$ cat config.mk
export PLATFORM = sky130hd
export DESIGN_NAME = uart_mmio_tx
export DESIGN_NICKNAME = d
export VERILOG_FILES = /design/src/rtl/uart_pkg.sv /design/src/rtl/sync_fifo.sv /design/src/rtl/uart_mmio_tx.sv
export SDC_FILE = /design/constraint.sdc
export NUM_CORES = 1
export LEC_CHECK = 0
export ABC_AREA = 1
export CAP_MARGIN = 20
export CORE_MARGIN = 5
export CORE_UTILIZATION = 49
export CTS_CLUSTER_DIAMETER = 60
export DETAILED_ROUTE_END_ITERATION = 10
export PLACE_DENSITY = 0.76
export SLEW_MARGIN = 10
export SYNTH_ARGS = -nofsm -noshare
export SYNTH_HDL_FRONTEND = slang
export SYNTH_SLANG_ARGS = --single-unit
$ cat constraint.sdc
create_clock -name clk -period 2.5 [get_ports clk]
set_clock_uncertainty 0.2 [all_clocks]
set_input_delay 0.625 -clock clk [delete_from_list [all_inputs] [get_ports clk]]
set_output_delay 0.625 -clock clk [all_outputs]
set_load 0.01 [all_outputs]
$ cat src/rtl/uart_pkg.sv
// Shared definitions for the MMIO UART transmitter: FSM states, register offsets, frame sizes.
// Latency: n/a (types and constants only).
// Backpressure: n/a. Macro UART_MMIO_PARITY_EN adds the PARITY state and the 11-bit frame.
package uart_pkg;

    localparam logic [31:0] DATA_OFS  = 32'h0000_0000;
    localparam logic [31:0] CTRL_OFS  = 32'h0000_0004;
    localparam int          DATA_BITS = 8;

`ifdef UART_MMIO_PARITY_EN
    localparam int FRAME_BITS = 11;
`else
    localparam int FRAME_BITS = 10;
`endif

    typedef enum logic [2:0] {
        ST_IDLE   = 3'd0,
        ST_START  = 3'd1,
        ST_DATA   = 3'd2,
`ifdef UART_MMIO_PARITY_EN
        ST_PARITY = 3'd4,
`endif
        ST_STOP   = 3'd3
    } tx_state_e;

endpackage

$ cat src/rtl/sync_fifo.sv
// Single-clock FIFO, WIDTH bits x 2**AW entries, head word visible combinationally on rdata_o.
// Latency: a push is visible on empty_o/rdata_o one cycle later.
// Backpressure: push on full is ignored unless a pop happens in the same cycle; pop on empty is ignored.
module sync_fifo #(
    parameter int WIDTH = 8,
    parameter int AW    = 3
) (
    input  logic             clk_i,
    input  logic             rst_ni,
    input  logic             push_i,
    input  logic [WIDTH-1:0] wdata_i,
    input  logic             pop_i,
    output logic [WIDTH-1:0] rdata_o,
    output logic             full_o,
    output logic             empty_o
);

    localparam int DEPTH = 2 ** AW;

    logic [WIDTH-1:0] mem_q [DEPTH];
    logic [AW-1:0]    wptr_q;
    logic [AW-1:0]    rptr_q;
    logic [AW:0]      cnt_q;
    logic             do_push;
    logic             do_pop;

    assign full_o  = (cnt_q == (AW+1)'(DEPTH));
    assign empty_o = (cnt_q == '0);
    assign rdata_o = mem_q[rptr_q];
    assign do_pop  = pop_i & ~empty_o;
    assign do_push = push_i & (~full_o | do_pop);

    // Storage array: written only on an accepted push, no reset needed.
    always_ff @(posedge clk_i) begin
        if (do_push) begin
            mem_q[wptr_q] <= wdata_i;
        end
    end

    // Pointers and occupancy; reset empties the FIFO.
    always_ff @(posedge clk_i or negedge rst_ni) begin
        if (!rst_ni) begin
            wptr_q <= '0;
            rptr_q <= '0;
            cnt_q  <= '0;
        end else begin
            if (do_push) wptr_q <= wptr_q + 1'b1;
            if (do_pop)  rptr_q <= rptr_q + 1'b1;
            cnt_q <= cnt_q + (AW+1)'(do_push) - (AW+1)'(do_pop);
        end
    end

endmodule

$ cat src/rtl/uart_mmio_tx.sv
// MMIO-fed UART transmitter: DATA writes queue bytes, FSM serialises 8N1 (8E1 with UART_MMIO_PARITY_EN).
// Latency: a write into an empty FIFO while idle drops tx two cycles later; frames repeat with a 1-cycle gap.
// Backpressure: none to the core; a DATA write to a full FIFO with no pop is dropped and sets sticky overflow.
module uart_mmio_tx
    import uart_pkg::*;
#(
    parameter logic [31:0] BASE_ADDR = 32'h0000_8000,
    parameter int          CLK_DIV   = 434,
    parameter int          FIFO_AW   = 3
) (
    input  logic        clk,
    input  logic        rst_n,
    input  logic [31:0] mem_addr,
    input  logic [31:0] mem_data,
    input  logic        mem_we,
    output logic        tx,
    output logic        busy,
    output logic        overflow
);

    localparam int            CW          = $clog2(CLK_DIV);
    localparam logic [CW-1:0] BAUD_RELOAD = CW'(CLK_DIV - 1);

    tx_state_e     state_q, state_d;
    logic [CW-1:0] baud_q, baud_d;
    logic [2:0]    bit_q, bit_d;
    logic [7:0]    shift_q, shift_d;
    logic          tx_q, tx_d;
    logic          overflow_q, overflow_d;
`ifdef UART_MMIO_PARITY_EN
    logic          parity_q, parity_d;
`endif

    logic       data_wr;
    logic       ctrl_clr;
    logic       ovf_evt;
    logic       fifo_push;
    logic       fifo_pop;
    logic       fifo_full;
    logic       fifo_empty;
    logic [7:0] fifo_rdata;
    logic       baud_zero;
    logic       unused_data;

    assign data_wr     = mem_we && (mem_addr == BASE_ADDR + DATA_OFS);
    assign ctrl_clr    = mem_we && (mem_addr == BASE_ADDR + CTRL_OFS) && mem_data[0];
    // A full FIFO still takes the byte when the FSM pops in the same cycle.
    assign fifo_push   = data_wr && (!fifo_full || fifo_pop);
    assign ovf_evt     = data_wr && fifo_full && !fifo_pop;
    // A simultaneous overflow event wins over a clear.
    assign overflow_d  = ovf_evt | (overflow_q & ~ctrl_clr);
    assign baud_zero   = (baud_q == '0);
    assign unused_data = ^mem_data[31:8];

    assign tx       = tx_q;
    assign overflow = overflow_q;
    assign busy     = (state_q != ST_IDLE) | ~fifo_empty;

    sync_fifo #(
        .WIDTH (8),
        .AW    (FIFO_AW)
    ) u_fifo (
        .clk_i   (clk),
        .rst_ni  (rst_n),
        .push_i  (fifo_push),
        .wdata_i (mem_data[7:0]),
        .pop_i   (fifo_pop),
        .rdata_o (fifo_rdata),
        .full_o  (fifo_full),
        .empty_o (fifo_empty)
    );

    // Next state, bit timing and shift register; tx is registered from the next-state values.
    always_comb begin
        state_d  = state_q;
        baud_d   = baud_zero ? baud_q : baud_q - 1'b1;
        bit_d    = bit_q;
        shift_d  = shift_q;
        fifo_pop = 1'b0;
`ifdef UART_MMIO_PARITY_EN
        parity_d = parity_q;
`endif
        case (state_q)
            ST_IDLE: begin
                if (!fifo_empty) begin
                    fifo_pop = 1'b1;
                    shift_d  = fifo_rdata;
`ifdef UART_MMIO_PARITY_EN
                    parity_d = ^fifo_rdata;
`endif
                    baud_d   = BAUD_RELOAD;
                    state_d  = ST_START;
                end
            end
            ST_START: begin
                if (baud_zero) begin
                    baud_d  = BAUD_RELOAD;
                    bit_d   = '0;
                    state_d = ST_DATA;
                end
            end
            ST_DATA: begin
                if (baud_zero) begin
                    baud_d = BAUD_RELOAD;
                    if (bit_q == 3'(DATA_BITS - 1)) begin
`ifdef UART_MMIO_PARITY_EN
                        state_d = ST_PARITY;
`else
                        state_d = ST_STOP;
`endif
                    end else begin
                        bit_d   = bit_q + 3'd1;
                        shift_d = {1'b0, shift_q[7:1]};
                    end
                end
            end
`ifdef UART_MMIO_PARITY_EN
            ST_PARITY: begin
                if (baud_zero) begin
                    baud_d  = BAUD_RELOAD;
                    state_d = ST_STOP;
                end
            end
`endif
            ST_STOP: begin
                if (baud_zero) begin
                    state_d = ST_IDLE;
                end
            end
            default: state_d = ST_IDLE;
        endcase

        case (state_d)
            ST_START:  tx_d = 1'b0;
            ST_DATA:   tx_d = shift_d[0];
`ifdef UART_MMIO_PARITY_EN
            ST_PARITY: tx_d = parity_d;
`endif
            default:   tx_d = 1'b1;
        endcase
    end

    // State register; reset aborts any frame and forces the line idle high.
    always_ff @(posedge clk or negedge rst_n) begin
        if (!rst_n) begin
            state_q    <= ST_IDLE;
            baud_q     <= '0;
            bit_q      <= '0;
            shift_q    <= '0;
            tx_q       <= 1'b1;
            overflow_q <= 1'b0;
`ifdef UART_MMIO_PARITY_EN
            parity_q   <= 1'b0;
`endif
        end else begin
            state_q    <= state_d;
            baud_q     <= baud_d;
            bit_q      <= bit_d;
            shift_q    <= shift_d;
            tx_q       <= tx_d;
            overflow_q <= overflow_d;
`ifdef UART_MMIO_PARITY_EN
            parity_q   <= parity_d;
`endif
        end
    end

endmodule

==> flow_summary.toml <==
[placement]
dp.final_hpwl_mm = 7.07
gp_congestion = 0.771
dp.cells = 686
io_buffers = 45
pre_cts_ws_ns = -0.416
place_area_um2 = 5590

[global_routing]
grt_pass1_wl_mm = 16.5
track_usage_pct = 17.6
grt_max_degree = 36
antenna_found_initial = 0
grt_pass1_vias = 3549
gr-total-overflow = 0

[synthesis]
synth_cell_types = 36
avgSynthCellArea_um2 = 9.82
yosysWarnings = 0
syn_nets = 573
netlist_area_um2 = 4830
synthCells = 492
ys_seq_area_share_pct = 57.9
synth_seq_cells = 99

[timing]
setup_viol = 0
report.final.slew_viol_count = 0
slew_headroom_pct = 46.5
hold_viol = 0
fin_hold_ws_ns = 0.133
max_freq_mhz = 412
period_share_pct = 97.1
fin_tns_setup_ns = 0
min_period_ns = 2.43
worst_slack_ns = 0.0723
worstMarginPinSlew_ns = 0.802

[route]
drt_iter0_drc = 226
ant_nets = 0
viasPerCell = 5.12
vias = 3613
drt_first_pass_iters = 5
detail_route.wl_per_cell_um = 14.1
drc = 0
drt-total-wl_mm = 9.94

[setup_path]
cp_data_required_time_ns = 2.39
arrival_ns = 2.31
critPathLaunch = "mem_addr[15]"
crit_path_end_kind = "register"
critPathLaunchType = "input port"
cp_max_fo = 4
r2r_slack_ns = 0.15
reg2reg_from = "u_fifo.cnt_q[2]$_DFF_PN0_"
path_class = "in2reg"

[floorplan]
core.rowCount = 36
die-area_um2 = 11900
coreArea_um2 = 9680
die_w_um = 109
die_h_um = 109
initial_core_util_pct = 49.9
ios = 70

[layout]
fin_cells = 705
n_fill_cell = 765
drive_above_1_share_pct = 15.6
antenna_cells = 0
final_cell_mix = "nand2_1 (77), nor2_1 (68), edfxtp_1 (64)"
layout.nets = 648
area_growth_pct = 22.6
final_util_pct = 61.2
final_common_cell = "nand2_1"
stdcell_area_um2 = 5920

[clock_tree]
cts.clk_slew.worst_paths_ns = 0.11
ctsHoldBuffers = 0
clockBufferDepth = 2
cts_tree = "yes"
htree_levels = 3
clock-root-buffer = "clkbuf_8"
cts_buffers = 9
cts.sinks = 99
insertion_delay_ns = 0.37

[power]
p_leak_nw = 2.43
power_density_nw_per_um2 = 825
ir_worst_vdd_uv = 468
total_power_mw = 4.89

[status]
status = "finished clean"

[min_path]
hold_class = "in2async"

[run]
maxCapViolCount = 0
-- area by class of cell --
class | count | area [µm²] | area share [%]
multi-input cells | 319 | 1830 | 30.8
clock inverters | 7 | 93.8 | 1.58
well taps | 133 | 166 | 2.81
clock buffers | 9 | 124 | 2.09
flip-flops and latches | 99 | 2800 | 47.3
repair buffers | 76 | 677 | 11.4
inverters | 62 | 238 | 4.01
-- metal layers --
layer / track usage, % / vias to the layer above / part of all wire [%]
li1: - / 1812 / -
met1: 21.8 / 1721 / 41
met2: 31.5 / 67 / 53
met3: 3.58 / 13 / 4.4
met4: 4.72 / 0 / 1.2
met5: 0 / - / 0
-- where the power goes --
group          internal [mW]  switching [mW]
Sequential              1.96           0.202
Combinational          0.663            1.04
Clock                  0.407           0.620
Total                   3.03            1.86
-- cell families after synthesis --
kind of cell	Yosys count	share of synthesized area [%]
AOI/OAI and AO/OA	59	7.07
xor gates and xnor gates	10	1.81
adders and majority gates	14	3.78
buffers and inverters	74	6.16
DFF	99	57.9
other	1	0.0776
and+or+nand+nor	235	23.2
-- worst max-delay path, stage by stage --
cell,delay (ns)
clkdlybuf4s50_1,0.49
nand4_1,0.11
nor2_2,0.15
nand3_1,0.12
buf_4,0.16
nor2_4,0.19
nand3_4,0.17
nor2_4,0.15
buf_4,0.15
-- sequential cells by signal (all words and copies together) (netlist names) --
register	count
u_fifo.rptr_q	3
u_fifo.cnt_q	4
u_fifo.wptr_q	3
bit_q	3
shift_q	8
tx	1
state_q	3
baud_q	9
overflow	1
u_fifo.mem_q	64
-- final timing paths --
| check | endpoint | cells past startpoint |
|---|---|---|
| setup / recovery | u_fifo.mem_q[7][0]$_DFFE_PP_ | 9 |
| hold / removal | baud_q[3]$_DFF_PN0_ | 1 |
| setup reg to reg | u_fifo.cnt_q[2]$_DFF_PN0_ | 11 |
| hold reg to reg | bit_q[2]$_DFFE_PN0P_ | 2 |
| max in group asynchronous | u_fifo.rptr_q[2]$_DFFE_PN0P_ | 1 |
| min in group clk | bit_q[2]$_DFFE_PN0P_ | 2 |
-- synth_stat cells, drive strengths merged --
cell	n	area, µm²
nand2	81	333
nor2	81	345
edfxtp	64	1920
inv	61	234
nand3	48	260
o21ai	37	185
dfrtp	34	851
nand4	17	136
ha	13	163
o211ai	13	97.6
buf	10	52.6
a21oi	7	46.3
nor3	6	30.0
xor2	6	52.6
xnor2	4	35.0
clkbuf	2	7.51
o22ai	2	12.5
and3b	1	8.76
clkinv	1	3.75
conb	1	3.75
dfstp	1	26.3
fa	1	20.0
or2	1	6.26
-- repair_timing --
| item | 4_1_cts | 5_1_grt |
|---|---|---|
| resized for setup | 5 | 22 |
| buffers inserted | 0 | 3 |
| pin swaps | 0 | 5 |
| endpoints found under the hold margin | 0 | 0 |
| endpoints found under the setup margin | 6 | 67 |
Note: power is estimated with default switching activity, not from simulation.
